<file path="config.mk">
export PLATFORM = sky130hd
export DESIGN_NAME = mem_port_arbiter
export DESIGN_NICKNAME = d
export VERILOG_FILES = /design/src/rtl/mem_port_arbiter.sv
export SDC_FILE = /design/constraint.sdc
export NUM_CORES = 1
export LEC_CHECK = 0
export ABC_CLOCK_PERIOD_IN_PS = 2500
export CORE_AREA = 3 3 122 124
export CTS_CLUSTER_DIAMETER = 150
export DETAILED_ROUTE_END_ITERATION = 7
export DIE_AREA = 0 0 125 127
export GPL_TIMING_DRIVEN = 0
export MAX_ROUTING_LAYER = met4
export PLACE_DENSITY = 0.59
export SLEW_MARGIN = 20
export SYNTH_ARGS = -nofsm -noshare
export SYNTH_HDL_FRONTEND = slang
export SYNTH_SLANG_ARGS = --single-unit
</file>
<file path="constraint.sdc">
create_clock -name clk_i -period 2.5 [get_ports clk_i]
set_input_delay 0.5 -clock clk_i [delete_from_list [all_inputs] [get_ports clk_i]]
set_output_delay 0.5 -clock clk_i [all_outputs]
set_load 0.01 [all_outputs]
</file>
<file path="src/rtl/mem_port_arbiter.sv">
// Two-master arbiter sharing one data-memory/IO port (M0 = LSU, M1 = debug/DMA), with locked RMW.
// Optional M1 anti-starvation guard is built when ARB_STARVE_GUARD_EN is defined (threshold MAX_WAIT).
module mem_port_arbiter #(
  parameter int unsigned ADDR_W   = 32,
  parameter int unsigned DATA_W   = 32,
  parameter int unsigned MAX_WAIT = 8
) (
  input  logic                clk_i,
  input  logic                rst_i,
  input  logic                m0_req_i,
  input  logic                m0_we_i,
  input  logic                m0_lock_i,
  input  logic [ADDR_W-1:0]   m0_addr_i,
  input  logic [DATA_W-1:0]   m0_wdata_i,
  input  logic [DATA_W/8-1:0] m0_bmask_i,
  output logic                m0_gnt_o,
  output logic                m0_rvalid_o,
  output logic [DATA_W-1:0]   m0_rdata_o,
  input  logic                m1_req_i,
  input  logic                m1_we_i,
  input  logic                m1_lock_i,
  input  logic [ADDR_W-1:0]   m1_addr_i,
  input  logic [DATA_W-1:0]   m1_wdata_i,
  input  logic [DATA_W/8-1:0] m1_bmask_i,
  output logic                m1_gnt_o,
  output logic                m1_rvalid_o,
  output logic [DATA_W-1:0]   m1_rdata_o,
  output logic                mem_req_o,
  output logic                mem_we_o,
  output logic [ADDR_W-1:0]   mem_addr_o,
  output logic [DATA_W-1:0]   mem_wdata_o,
  output logic [DATA_W/8-1:0] mem_bmask_o,
  input  logic                mem_ready_i,
  input  logic [DATA_W-1:0]   mem_rdata_i
);

  if (MAX_WAIT < 1 || MAX_WAIT > 255) begin : g_bad_max_wait
    $error("mem_port_arbiter: MAX_WAIT must be within 1..255");
  end

  typedef enum logic [1:0] {ARB, LOCK_M0, LOCK_M1} state_t;

  state_t state, state_next;
  logic   sel0, sel1;
  logic   starve;
  logic   pend_valid;
  logic   pend_owner;

`ifdef ARB_STARVE_GUARD_EN
  logic [7:0] wait_cnt;

  assign starve = (wait_cnt >= 8'(MAX_WAIT));

  always_ff @(posedge clk_i) begin
    if (rst_i) begin
      wait_cnt <= '0;
    end else if (m1_gnt_o) begin
      wait_cnt <= '0;
    end else if (state == ARB && m1_req_i && wait_cnt != '1) begin
      wait_cnt <= wait_cnt + 8'd1;
    end
  end
`else
  assign starve = 1'b0;
`endif

  // Reset masks selection so nothing reaches the bus while rst_i is high.
  always_comb begin
    sel0 = 1'b0;
    sel1 = 1'b0;
    if (!rst_i) begin
      case (state)
        LOCK_M0: sel0 = m0_req_i;
        LOCK_M1: sel1 = m1_req_i;
        default: begin
          if (m0_req_i && m1_req_i) begin
            sel0 = !starve;
            sel1 = starve;
          end else begin
            sel0 = m0_req_i;
            sel1 = m1_req_i;
          end
        end
      endcase
    end
  end

  always_comb begin
    mem_req_o   = sel0 | sel1;
    mem_we_o    = 1'b0;
    mem_addr_o  = '0;
    mem_wdata_o = '0;
    mem_bmask_o = '0;
    if (sel0) begin
      mem_we_o    = m0_we_i;
      mem_addr_o  = m0_addr_i;
      mem_wdata_o = m0_wdata_i;
      mem_bmask_o = m0_bmask_i;
    end else if (sel1) begin
      mem_we_o    = m1_we_i;
      mem_addr_o  = m1_addr_i;
      mem_wdata_o = m1_wdata_i;
      mem_bmask_o = m1_bmask_i;
    end
  end

  assign m0_gnt_o = sel0 & mem_ready_i;
  assign m1_gnt_o = sel1 & mem_ready_i;

  always_comb begin
    state_next = state;
    if (m0_gnt_o) begin
      state_next = m0_lock_i ? LOCK_M0 : ARB;
    end else if (m1_gnt_o) begin
      state_next = m1_lock_i ? LOCK_M1 : ARB;
    end
  end

  always_ff @(posedge clk_i) begin
    if (rst_i) begin
      state      <= ARB;
      pend_valid <= 1'b0;
      pend_owner <= 1'b0;
    end else begin
      state      <= state_next;
      pend_valid <= (m0_gnt_o && !m0_we_i) || (m1_gnt_o && !m1_we_i);
      pend_owner <= m1_gnt_o;
    end
  end

  // A response registered just before reset is dropped while reset is held.
  assign m0_rvalid_o = pend_valid && !pend_owner && !rst_i;
  assign m1_rvalid_o = pend_valid && pend_owner && !rst_i;
  assign m0_rdata_o  = m0_rvalid_o ? mem_rdata_i : '0;
  assign m1_rdata_o  = m1_rvalid_o ? mem_rdata_i : '0;

endmodule

</file>
==> out/qor.yml <==
fin_hold_ws_ns: 0.514
syn_to_final_growth_pct: 257
die_h_um: 127
ys_ff_latch: 4
num_vias: 2876
initial_utilization_pct: 9.97
drtPass1Iterations: 4
gp_congestion: 0.966
p_leak_nw: 2.14
drive_above_1_share_pct: 23.7
slew_headroom_pct: 80.4
internal_power_mw: 0.726
die_w_um: 125
routed_wl_um: 12400
ant_nets: 0
instances_no_fill: 700
crit_required_ns: 2.00
nets: 701
clkPwrFrac_pct: 24.0
avgSynthCellArea_um2: 7.44
grt_antenna_before_repair: 0
numCtsBuffers: 3
seq_power_share_pct: 6.7
num_io_pins: 315
path_clk_slew_ns: 0.03
clock-sinks: 4
p_switching_mw: 0.300
met3_usage_pct: 2.34
htreeDepth: 1
top_usage_layer: "met2"
yosysSeqAreaShare_pct: 5.79
worstSetupEndpointType: "primary output"
cp_max_fo: 10
post_drt_via_cell_ratio: 4.11
worstMarginPinSlew_ns: 0.294
grt_pass1_wl_um: 17900
swShare_pct: 29.2
utilization_pct: 35.6
dp_hpwl_um: 10700
pwr-share-comb_pct: 69.3
worstPathArrival_ns: 1.95
power_mw: 1.03
syn-cell-area_um2: 1380
synth_area_leaders: "a22o_1 (43%), and2_1 (29%), dfxtp_1 (5.8%)"
cap_viol_max_count: 0
layout_setup_ws_ns: 0.0499
synth_top_area_share_pct: 43.0
drt_iter0_drc: 75
cts_root_buffer: "clkbuf_16"
post_drt_wl_per_cell_um: 17.7
setup_tns_ns: 0
clock_latency_ns: 0.22
fmax_mhz: 408
final_area_um2: 4950
status: "complete, no violations"
worst_hold_path_type: "flip-flop to flip-flop"
tritoncts: "done"
crit_type: "input pin to primary output"
remaining_drc_errors: 0
num_rows: 43
gr-total-overflow: 0
synthesis.nets: 365
ys.warnings.count: 0
min_period_ns: 2.45
report.final.hold_viol_count: 0
critPathLaunchType: "input pin"
cts.path.max_buffers: 2
setup-violations-final: 0
synth_cell_types: 27
met1_usage_pct: 16.2
place.port_buffers: 313
grtUsageTotal_pct: 14.4
powerDensity_nw_per_um2: 207
grt_max_degree: 11
antenna_cells: 0
synth_cells: 186
fin_skew_ns: 0.00141
rsz0062_at_grt: "yes"
core_um2: 13900
grtUsageMet2_pct: 27.0
grt_pass1_vias: 3084
place_ws_ns: -0.836
placed_area_um2: 4740
finalCritPeriodShare_pct: 98.0
yosysTopAreaCell: "a22o_1"
die_area_um2: 15900
drv_slew: 0
placed_cells: 679
ir_worst_vdd_uv: 160
power by group through the flow:
stage                     sequential, mW  clock [mW]  combinational (mW)
final                             0.0685       0.246               0.711
after global routing              0.0687       0.260               0.756
after CTS                         0.0684       0.252               0.711
after detailed placement          0.0688           0               0.701
after global placement            0.0686           0               0.694
after floorplan                   0.0682           0               0.190
synthesized netlist by cell type:
cell type,number
nand3_1,1
o211ai_1,1
o21ai_1,1
inv_1,4
o21ai_4,1
a211o_1,1
dfxtp_1,4
o2111ai_1,1
o21ai_0,2
buf_2,8
a22o_1,68
ha_1,2
and2_1,64
nor2_2,1
o2bb2ai_1,2
buf_4,1
clkbuf_1,10
buf_6,2
o31ai_1,1
nor3b_2,1
nor2_1,2
nand2_1,2
nor3_1,1
nor3b_1,1
nand2b_1,2
and3_1,1
o32ai_1,1
final cells by class:
type / instances / area [µm²]
clock buffer: 3 / 75.1
timing repair buffer: 333 / 3090
buffer: 19 / 221
tap: 180 / 225
sequential: 4 / 82.6
multi-input combinational: 157 / 1240
fill: 1434 / 8930
inverter: 4 / 15.0
path summary, 6_finish.rpt:
check | end | startpoint | slack (ns) | cells after the start
setup / recovery | m0_rdata_o[22] | rst_i | 0.05 | 5
hold / removal | state[1] | state[1] | 0.51 | 2
setup reg to reg | pend_valid | state[0] | 1.02 | 7
hold reg to reg | state[1] | state[1] | 0.51 | 2
layout by cell type (no fill, tap or decap), types with 2 or more instances in the layout:
| cell | count |
|---|---|
| a22o_1 | 68 |
| and2_1 | 64 |
| buf_12 | 2 |
| buf_2 | 51 |
| buf_4 | 10 |
| buf_6 | 22 |
| buf_8 | 3 |
| clkbuf_16 | 5 |
| clkbuf_2 | 10 |
| clkbuf_4 | 3 |
| clkbuf_8 | 4 |
| clkdlybuf4s50_1 | 238 |
| dfxtp_1 | 2 |
| dfxtp_2 | 2 |
| dlygate4sd2_1 | 4 |
| dlymetal6s2s_1 | 2 |
| ha_4 | 2 |
| inv_1 | 2 |
| inv_2 | 2 |
| nand2_1 | 2 |
| nand2b_1 | 2 |
| nor2_1 | 2 |
| nor3b_4 | 2 |
| o21ai_0 | 2 |
| o2bb2ai_1 | 2 |
critical path: stages:
cell and delay, ns:
buf_2 0.18, nor3b_4 0.31, buf_2 0.26, and2_1 0.15, clkdlybuf4s50_1 0.54
state kept, by name (all words and copies together), names as in the netlist:
register    count
pend_valid      1
state           2
pend_owner      1
routing by layer:
metal / wire, µm / up-vias / share of wire [%]
met5: 0 / - / 0
met3: 936 / 14 / 7.6
met1: 4830 / 1286 / 39
met4: 234 / 0 / 1.9
li1: - / 1370 / -
met2: 6360 / 206 / 51
logic make-up (layout without fill, tap and decap cells):
group,after synthesis,after routing,share of synthesized area (%)
buf+inv,25,359,8.86
compound gates,79,79,49.5
fa+ha+maj,2,2,1.81
simple gates,76,76,34.0
flops,4,4,5.79
timing repair:
action                     in CTS  in global routing
setup endpoints to repair     134                126
buffers inserted               14                  2
gates resized for setup       301                 57
pin swaps                       5                 13
hold buffers                    0                  0
cloned                          3                  2
Power figures use the tool's default switching activity.
